$ cat src/rtl/idu_decode_if.sv
// Fetch/EX-facing bundle of the RV32I decode stage.
// The d_mext field exists only when RV32M_DECODE_EN is defined.
interface idu_decode_if;
  logic [31:0] IR;
  logic [31:0] PC;
  logic        InstrRd;
  logic        doBranch;
  logic        ex_hold;
  logic        ex_memRead;
  logic [4:0]  ex_rd;
  logic        stall;
  logic        d_valid;
  logic [31:0] d_pc;
  logic [4:0]  d_rs1;
  logic [4:0]  d_rs2;
  logic [4:0]  d_rd;
  logic [31:0] d_imm;
  logic [2:0]  d_funct3;
  logic        d_funct7b5;
  logic        d_regWrite;
  logic        d_memRead;
  logic        d_memWrite;
  logic        d_branch;
  logic        d_jump;
  logic        d_illegal;
`ifdef RV32M_DECODE_EN
  logic        d_mext;
`endif

  modport slave (
    input  IR, PC, InstrRd, doBranch, ex_hold, ex_memRead, ex_rd,
`ifdef RV32M_DECODE_EN
    output d_mext,
`endif
    output stall, d_valid, d_pc, d_rs1, d_rs2, d_rd, d_imm, d_funct3, d_funct7b5,
           d_regWrite, d_memRead, d_memWrite, d_branch, d_jump, d_illegal
  );

  modport master (
    output IR, PC, InstrRd, doBranch, ex_hold, ex_memRead, ex_rd,
`ifdef RV32M_DECODE_EN
    input  d_mext,
`endif
    input  stall, d_valid, d_pc, d_rs1, d_rs2, d_rd, d_imm, d_funct3, d_funct7b5,
           d_regWrite, d_memRead, d_memWrite, d_branch, d_jump, d_illegal
  );
endinterface

$ cat src/rtl/idu_decode.sv
// RV32I decode stage with one-entry skid for load-use bubbles.
// Define RV32M_DECODE_EN to accept M-extension OP encodings (adds d_mext).
module idu_decode (
  input  logic           clk,
  input  logic           resetn,
  idu_decode_if.slave    bus
);

  localparam logic [6:0] OPC_LUI    = 7'b0110111;
  localparam logic [6:0] OPC_AUIPC  = 7'b0010111;
  localparam logic [6:0] OPC_JAL    = 7'b1101111;
  localparam logic [6:0] OPC_JALR   = 7'b1100111;
  localparam logic [6:0] OPC_BRANCH = 7'b1100011;
  localparam logic [6:0] OPC_LOAD   = 7'b0000011;
  localparam logic [6:0] OPC_STORE  = 7'b0100011;
  localparam logic [6:0] OPC_OPIMM  = 7'b0010011;
  localparam logic [6:0] OPC_OP     = 7'b0110011;
  localparam logic [6:0] OPC_MISC   = 7'b0001111;
  localparam logic [6:0] OPC_SYSTEM = 7'b1110011;

  typedef enum logic {RUN, BUBBLE} state_t;

  typedef struct packed {
    logic [31:0] pc;
    logic [4:0]  rs1;
    logic [4:0]  rs2;
    logic [4:0]  rd;
    logic [31:0] imm;
    logic [2:0]  funct3;
    logic        funct7b5;
    logic        reg_write;
    logic        mem_read;
    logic        mem_write;
    logic        branch;
    logic        jump;
    logic        illegal;
`ifdef RV32M_DECODE_EN
    logic        mext;
`endif
  } bundle_t;

  state_t      state_reg, state_next;
  logic [31:0] skid_ir_reg, skid_pc_reg;
  logic        skid_valid_reg;
  logic        d_valid_reg, valid_next;
  bundle_t     bundle_reg, dec;

  logic [31:0] src_ir, src_pc;
  logic [6:0]  opcode, funct7;
  logic [2:0]  funct3;
  logic        wr_class, uses_rs1, uses_rs2, hazard;
  logic        load_bundle, capture, skid_clear;

  // In BUBBLE the held instruction comes from the skid, never from IR.
  assign src_ir = (state_reg == BUBBLE) ? skid_ir_reg : bus.IR;
  assign src_pc = (state_reg == BUBBLE) ? skid_pc_reg : bus.PC;
  assign opcode = src_ir[6:0];
  assign funct3 = src_ir[14:12];
  assign funct7 = src_ir[31:25];

  always_comb begin
    dec           = '0;
    wr_class      = 1'b0;
    uses_rs1      = 1'b0;
    uses_rs2      = 1'b0;
    dec.pc        = src_pc;
    dec.rs1       = src_ir[19:15];
    dec.rs2       = src_ir[24:20];
    dec.rd        = src_ir[11:7];
    dec.funct3    = funct3;
    dec.funct7b5  = src_ir[30];
    case (opcode)
      OPC_LUI, OPC_AUIPC: begin
        wr_class = 1'b1;
        dec.imm  = {src_ir[31:12], 12'b0};
      end
      OPC_JAL: begin
        wr_class = 1'b1;
        dec.jump = 1'b1;
        dec.imm  = {{11{src_ir[31]}}, src_ir[31], src_ir[19:12], src_ir[20], src_ir[30:21], 1'b0};
      end
      OPC_JALR: begin
        wr_class = 1'b1;
        uses_rs1 = 1'b1;
        dec.jump = 1'b1;
        dec.imm  = {{20{src_ir[31]}}, src_ir[31:20]};
      end
      OPC_BRANCH: begin
        uses_rs1   = 1'b1;
        uses_rs2   = 1'b1;
        dec.branch = 1'b1;
        dec.imm    = {{19{src_ir[31]}}, src_ir[31], src_ir[7], src_ir[30:25], src_ir[11:8], 1'b0};
      end
      OPC_LOAD: begin
        wr_class     = 1'b1;
        uses_rs1     = 1'b1;
        dec.mem_read = 1'b1;
        dec.imm      = {{20{src_ir[31]}}, src_ir[31:20]};
      end
      OPC_STORE: begin
        uses_rs1      = 1'b1;
        uses_rs2      = 1'b1;
        dec.mem_write = 1'b1;
        dec.imm       = {{20{src_ir[31]}}, src_ir[31:25], src_ir[11:7]};
      end
      OPC_OPIMM: begin
        wr_class = 1'b1;
        uses_rs1 = 1'b1;
        dec.imm  = {{20{src_ir[31]}}, src_ir[31:20]};
      end
      OPC_OP: begin
        wr_class = 1'b1;
        uses_rs1 = 1'b1;
        uses_rs2 = 1'b1;
        if (funct7 == 7'b0000000) begin
          dec.illegal = 1'b0;
        end else if (funct7 == 7'b0100000 && (funct3 == 3'b000 || funct3 == 3'b101)) begin
          dec.illegal = 1'b0;
`ifdef RV32M_DECODE_EN
        end else if (funct7 == 7'b0000001) begin
          dec.mext = 1'b1;
`endif
        end else begin
          dec.illegal = 1'b1;
        end
      end
      OPC_MISC: begin
        dec.imm = {{20{src_ir[31]}}, src_ir[31:20]};
      end
      OPC_SYSTEM: begin
        // Only the register-form CSR ops read rs1; all CSR ops write rd.
        wr_class = (funct3 != 3'b000);
        uses_rs1 = (funct3 == 3'b001) || (funct3 == 3'b010) || (funct3 == 3'b011);
        dec.imm  = {{20{src_ir[31]}}, src_ir[31:20]};
      end
      default: dec.illegal = 1'b1;
    endcase
    if (dec.illegal) begin
      dec.mem_read  = 1'b0;
      dec.mem_write = 1'b0;
      dec.branch    = 1'b0;
      dec.jump      = 1'b0;
    end
    dec.reg_write = wr_class && !dec.illegal && (dec.rd != 5'd0);
  end

  assign hazard = (state_reg == RUN) && bus.InstrRd && bus.ex_memRead && (bus.ex_rd != 5'd0) &&
                  ((uses_rs1 && (dec.rs1 == bus.ex_rd)) || (uses_rs2 && (dec.rs2 == bus.ex_rd)));

  always_comb begin
    state_next  = state_reg;
    valid_next  = d_valid_reg;
    load_bundle = 1'b0;
    capture     = 1'b0;
    skid_clear  = 1'b0;
    if (bus.doBranch) begin
      state_next = RUN;
      valid_next = 1'b0;
      skid_clear = 1'b1;
    end else if (!bus.ex_hold) begin
      case (state_reg)
        RUN: begin
          if (hazard) begin
            capture    = 1'b1;
            valid_next = 1'b0;
            state_next = BUBBLE;
          end else begin
            load_bundle = bus.InstrRd;
            valid_next  = bus.InstrRd;
          end
        end
        BUBBLE: begin
          load_bundle = skid_valid_reg;
          valid_next  = skid_valid_reg;
          skid_clear  = 1'b1;
          state_next  = RUN;
        end
        default: state_next = RUN;
      endcase
    end
  end

  assign bus.stall = resetn && !bus.doBranch && (bus.ex_hold || hazard);

  always_ff @(posedge clk or negedge resetn) begin
    if (!resetn) begin
      state_reg      <= RUN;
      skid_ir_reg    <= '0;
      skid_pc_reg    <= '0;
      skid_valid_reg <= 1'b0;
      d_valid_reg    <= 1'b0;
      bundle_reg     <= '0;
    end else begin
      state_reg   <= state_next;
      d_valid_reg <= valid_next;
      if (capture) begin
        skid_ir_reg    <= bus.IR;
        skid_pc_reg    <= bus.PC;
        skid_valid_reg <= 1'b1;
      end else if (skid_clear) begin
        skid_valid_reg <= 1'b0;
      end
      if (load_bundle) begin
        bundle_reg <= dec;
      end
    end
  end

  assign bus.d_valid    = d_valid_reg;
  assign bus.d_pc       = bundle_reg.pc;
  assign bus.d_rs1      = bundle_reg.rs1;
  assign bus.d_rs2      = bundle_reg.rs2;
  assign bus.d_rd       = bundle_reg.rd;
  assign bus.d_imm      = bundle_reg.imm;
  assign bus.d_funct3   = bundle_reg.funct3;
  assign bus.d_funct7b5 = bundle_reg.funct7b5;
  assign bus.d_regWrite = bundle_reg.reg_write;
  assign bus.d_memRead  = bundle_reg.mem_read;
  assign bus.d_memWrite = bundle_reg.mem_write;
  assign bus.d_branch   = bundle_reg.branch;
  assign bus.d_jump     = bundle_reg.jump;
  assign bus.d_illegal  = bundle_reg.illegal;
`ifdef RV32M_DECODE_EN
  assign bus.d_mext     = bundle_reg.mext;
`endif

endmodule

$ cat src/flat_wrapper.sv
// flat-port wrapper written by rule: the top's interface ports become plain ports
module idu_decode_flat 
  (clk, resetn, bus_IR, bus_PC, bus_InstrRd, bus_doBranch, bus_ex_hold, bus_ex_memRead, bus_ex_rd, bus_stall, bus_d_valid, bus_d_pc, bus_d_rs1, bus_d_rs2, bus_d_rd, bus_d_imm, bus_d_funct3, bus_d_funct7b5, bus_d_regWrite, bus_d_memRead, bus_d_memWrite, bus_d_branch, bus_d_jump, bus_d_illegal);
  idu_decode_if bus_i ();
  input  logic clk;
  input  logic resetn;
  input wire logic [$bits(bus_i.IR)-1:0] bus_IR;
  input wire logic [$bits(bus_i.PC)-1:0] bus_PC;
  input wire logic [$bits(bus_i.InstrRd)-1:0] bus_InstrRd;
  input wire logic [$bits(bus_i.doBranch)-1:0] bus_doBranch;
  input wire logic [$bits(bus_i.ex_hold)-1:0] bus_ex_hold;
  input wire logic [$bits(bus_i.ex_memRead)-1:0] bus_ex_memRead;
  input wire logic [$bits(bus_i.ex_rd)-1:0] bus_ex_rd;
  output wire logic [$bits(bus_i.stall)-1:0] bus_stall;
  output wire logic [$bits(bus_i.d_valid)-1:0] bus_d_valid;
  output wire logic [$bits(bus_i.d_pc)-1:0] bus_d_pc;
  output wire logic [$bits(bus_i.d_rs1)-1:0] bus_d_rs1;
  output wire logic [$bits(bus_i.d_rs2)-1:0] bus_d_rs2;
  output wire logic [$bits(bus_i.d_rd)-1:0] bus_d_rd;
  output wire logic [$bits(bus_i.d_imm)-1:0] bus_d_imm;
  output wire logic [$bits(bus_i.d_funct3)-1:0] bus_d_funct3;
  output wire logic [$bits(bus_i.d_funct7b5)-1:0] bus_d_funct7b5;
  output wire logic [$bits(bus_i.d_regWrite)-1:0] bus_d_regWrite;
  output wire logic [$bits(bus_i.d_memRead)-1:0] bus_d_memRead;
  output wire logic [$bits(bus_i.d_memWrite)-1:0] bus_d_memWrite;
  output wire logic [$bits(bus_i.d_branch)-1:0] bus_d_branch;
  output wire logic [$bits(bus_i.d_jump)-1:0] bus_d_jump;
  output wire logic [$bits(bus_i.d_illegal)-1:0] bus_d_illegal;
  assign bus_i.IR = bus_IR;
  assign bus_i.PC = bus_PC;
  assign bus_i.InstrRd = bus_InstrRd;
  assign bus_i.doBranch = bus_doBranch;
  assign bus_i.ex_hold = bus_ex_hold;
  assign bus_i.ex_memRead = bus_ex_memRead;
  assign bus_i.ex_rd = bus_ex_rd;
  assign bus_stall = bus_i.stall;
  assign bus_d_valid = bus_i.d_valid;
  assign bus_d_pc = bus_i.d_pc;
  assign bus_d_rs1 = bus_i.d_rs1;
  assign bus_d_rs2 = bus_i.d_rs2;
  assign bus_d_rd = bus_i.d_rd;
  assign bus_d_imm = bus_i.d_imm;
  assign bus_d_funct3 = bus_i.d_funct3;
  assign bus_d_funct7b5 = bus_i.d_funct7b5;
  assign bus_d_regWrite = bus_i.d_regWrite;
  assign bus_d_memRead = bus_i.d_memRead;
  assign bus_d_memWrite = bus_i.d_memWrite;
  assign bus_d_branch = bus_i.d_branch;
  assign bus_d_jump = bus_i.d_jump;
  assign bus_d_illegal = bus_i.d_illegal;
  idu_decode u_core (.clk(clk), .resetn(resetn), .bus(bus_i));
endmodule
$ cat config.mk
export PLATFORM = sky130hd
export DESIGN_NAME = idu_decode_flat
export DESIGN_NICKNAME = d
export VERILOG_FILES = /design/src/rtl/idu_decode_if.sv /design/src/rtl/idu_decode.sv /design/src/flat_wrapper.sv
export SDC_FILE = /design/constraint.sdc
export NUM_CORES = 1
export LEC_CHECK = 0
export ABC_AREA = 1
export CAP_MARGIN = 10
export CORE_ASPECT_RATIO = 1.75
export CORE_UTILIZATION = 40
export CTS_CLUSTER_SIZE = 8
export DETAILED_ROUTE_END_ITERATION = 7
export PLACE_DENSITY = 0.68
export SYNTH_ARGS = -nofsm -noshare
export SYNTH_HDL_FRONTEND = slang
export SYNTH_SLANG_ARGS = --single-unit
$ cat constraint.sdc
create_clock -name clk -period 1.9 [get_ports clk]
set_input_delay 0.285 -clock clk [delete_from_list [all_inputs] [get_ports clk]]
set_output_delay 0.285 -clock clk [all_outputs]
set_load 0.02 [all_outputs]
==> run summary <==
Setup path
* flip-flop to output port — type of the worst setup path
* output port — crit path capture type
* 8 — maximum fanout along the worst path
* flip-flop — sort of element at the start of the critical path
* 2510 ps — data arrival at the endpoint of the critical path
* 1620 ps — required time of the critical path

Logic synthesis
* 7.636 sq um — per-instance average area after synthesis
* 50.27% — fraction of post-synthesis cell area in the top cell type by area
* 100.0% — fraction of synthesis flops using an asynchronous set or reset pin
* 34 — number of unique standard cell types used by synthesis
* dfrtp_1 50%, nand2_1 19%, nand3_1 6.8%, inv_1 4.4%, o21ai_0 4.1% — top cells by area, synth
* 1017 — Cells after Synth
* 0 — number of enable-type register cells in the synthesized netlist
* nand2_1 — leading cell type by number of instances after synthesis
* dfrtp_1 — most area-hungry cell type in the Yosys netlist
* 50.27% — sequential element share of the synthesized area
* 403 x nand2_1, 156 x dfrtp_1, 106 x nand3_1, 91 x inv_1, 63 x o21ai_0 — most instantiated cells after synthesis
* 156 — number of synthesized register bits
* 7766 sq um — Syn Std Cell Area
* dfrtp_1 — most used flip-flop cell after synthesis
* 0 — synthesis warning total
* 1092 — Syn Nets

Global routing
* 8848 — vias in the first global route
* 30.84% — total routing resource utilization after global routing
* 46440 um — wire length of the first global-routing pass
* 102 — pin count of the biggest net entering global routing
* 0 — Overflow after GRT
* 0 — antenna violations before repair

Clock tree
* 4 — level count of the clock H-tree
* 2 — deepest clock path buffer count
* built — TritonCTS clock tree
* 430 ps — Worst-Skew Late Latency
* 70 ps — register clock-pin slew on the reported worst setup and hold paths
* 17 — number of buffers created by CTS
* 156 — clock sink count
* clkbuf_16 — root buffer cell

Floorplanning
* 20000 sq um — full die area
* 67 — number of cell rows
* 186.3 um — Chip Height
* 40.63% — starting utilization of the core area
* 107.3 um — die span in x
* 19110 sq um — Core Box Area
* 166 — I/O pin total

Timing
* 157 — number of failing setup endpoints in the final timing report
* 0.3572 GHz — peak clock frequency supported by timing
* 0 — count of final max-slew check failures
* 677.7 ps — worst slew pin tran
* 54.82% — relative slew slack
* 2800 ps — clock period minus worst slack
* 147.4% — portion of the clock cycle consumed by the worst path in the final layout
* -899.8 ps — smallest setup slack after layout
* yes — setup repair after global routing missed its margin
* 0 — number of endpoints with negative hold slack in the final report
* 11.21 ps — Layout Skew

Final layout
* 37.65% — fraction of layout cells with a size suffix above 1
* 13850 sq um — final standard cell area without fillers
* 78.36% — Area Growth Syn to Fin
* 1408 — final layout net count
* 1302 — final-layout fill cell count
* 0 — antenna diode count

Placement
* 0.9240 — final weighted congestion in routability-driven placement
* 16550 um — detailed-placement wirelength estimate
* 165 — count of input and output buffers
* -967.6 ps — worst setup timing slack at the placement stage
* 10440 sq um — Post-Place Cell Area

Run
* 0 — Maximum Capacitance Violations

Route
* 5.310 — ratio of routed vias to standard cells
* 381 — iteration-0 DRC count of the detailed router
* 7 — first-pass detailed-route iteration total
* 30410 um — total wirelength of the detailed-routed design
* 8416 — vias post-DR
* 19.19 um — wire per inst
* 0 — final routed DRC violation total
* 0 — remaining number of nets flagged by the antenna check after routing

Min path
* input pin to async pin — worst hold-check path type

Pwr
* 9.092 mW — total power draw
* 6.700 nW — P_leak
* 656.4 nW/um^2 — cell area power density
* 568.5 uV — worst-case vdd ir drop

Status
* finished with violations — status
* setup timing — violated checks

-- layout by cell type (no fill, tap or decap), drive strengths merged, types with 5 or more instances in the layout --
cell / n
a21oi: 12
buf: 185
clkbuf: 20
clkdlybuf4s50: 163
clkinv: 7
dfrtp: 156
inv: 95
nand2: 414
nand3: 106
nand4: 5
nor2: 28
o21ai: 120
or2: 6
xor2: 5
-- worst max-delay path: stages (launching register included) --
cell      delay [ps]
dfrtp_4          520
buf_6            160
clkinv_8          70
buf_6            110
nand2_2           60
nand2_4           90
nand2_4           80
buf_12           130
nor2_4           150
inv_2             60
nand2_2           80
nand3_2           70
nand2_1           80
nand2_2           80
inv_4             60
o21ai_2           60
nor2_2            90
buf_6            130
-- routing by layer --
metal / global-route usage, % / share of wire [%] / vias up
met4: 20.28 / 6.9 / 0
met2: 56.77 / 54 / 351
met3: 5.868 / 4.8 / 133
met5: 0 / 0 / -
met1: 30.64 / 34 / 4064
li1: - / - / 3868
-- cell families after synthesis --
logic type	synth area share (%)
AO/OA/AOI/OAI	9.779
AND/OR/NAND/NOR	30.01
buffers and inverters	9.248
multiplexers	0.1289
XOR/XNOR	0.5639
flip-flops	50.27
-- per-stage QoR --
step	utilization, %	hold slack (ps)	TNS, ps	std cells
after CTS	70.00	39.74	-97210	1584
after detailed placement	54.61	441.7	-93440	1474
after global placement	54.61	440.2	-91030	1474
after global routing	72.47	85.53	-124820	1585
after floorplan	-	-10.59	-21930	1017
final	72.47	23.29	-108920	1585
-- power breakdown --
group          internal [mW]  switching [mW]
clock network           1.92            1.43
logic                  0.981            1.04
registers               3.54           0.173
total                   6.44            2.65
-- what timing repair did --
action,4_1_cts,5_1_grt
setup endpoints to repair,157,157
hold endpoints to repair,61,0
buffers inserted,44,5
hold buffers,1,0
gates cloned,38,2
pin swaps,27,77
gates resized for setup,274,121
-- worst paths after layout --
path	start	endpoint	slack [ps]	cells past startpoint
worst max-delay path	u_core.state_reg$_DFFE_PN0P_	bus_stall	-900	17
worst min-delay path	resetn	u_core.bus.d_imm[14]$_DFFE_PN0P_	20	2
worst max register to register	u_core.state_reg$_DFFE_PN0P_	u_core.skid_ir_reg[23]$_DFFE_PN0P_	-850	21
worst min register to register	u_core.skid_ir_reg[31]$_DFFE_PN0P_	u_core.skid_ir_reg[31]$_DFFE_PN0P_	470	2
max in group asynchronous	resetn	u_core.state_reg$_DFFE_PN0P_	790	3
min in group clk	bus_PC[13]	u_core.skid_pc_reg[13]$_DFFE_PN0P_	410	3
-- cell type report --
| class | count | area, sq um | area share, % |
|---|---|---|---|
| Clock buffer | 19 | 432.9 | 3.125 |
| Sequential cell | 156 | 3908 | 28.21 |
| Clock inverter | 11 | 123.9 | 0.8942 |
| Timing Repair Buffer | 353 | 4272 | 30.84 |
| Inverter | 96 | 377.9 | 2.728 |
| Tap cell | 241 | 301.5 | 2.177 |
| Multi-Input combinational cell | 709 | 4437 | 32.03 |
No activity file was read; power rests on OpenSTA's default activity.
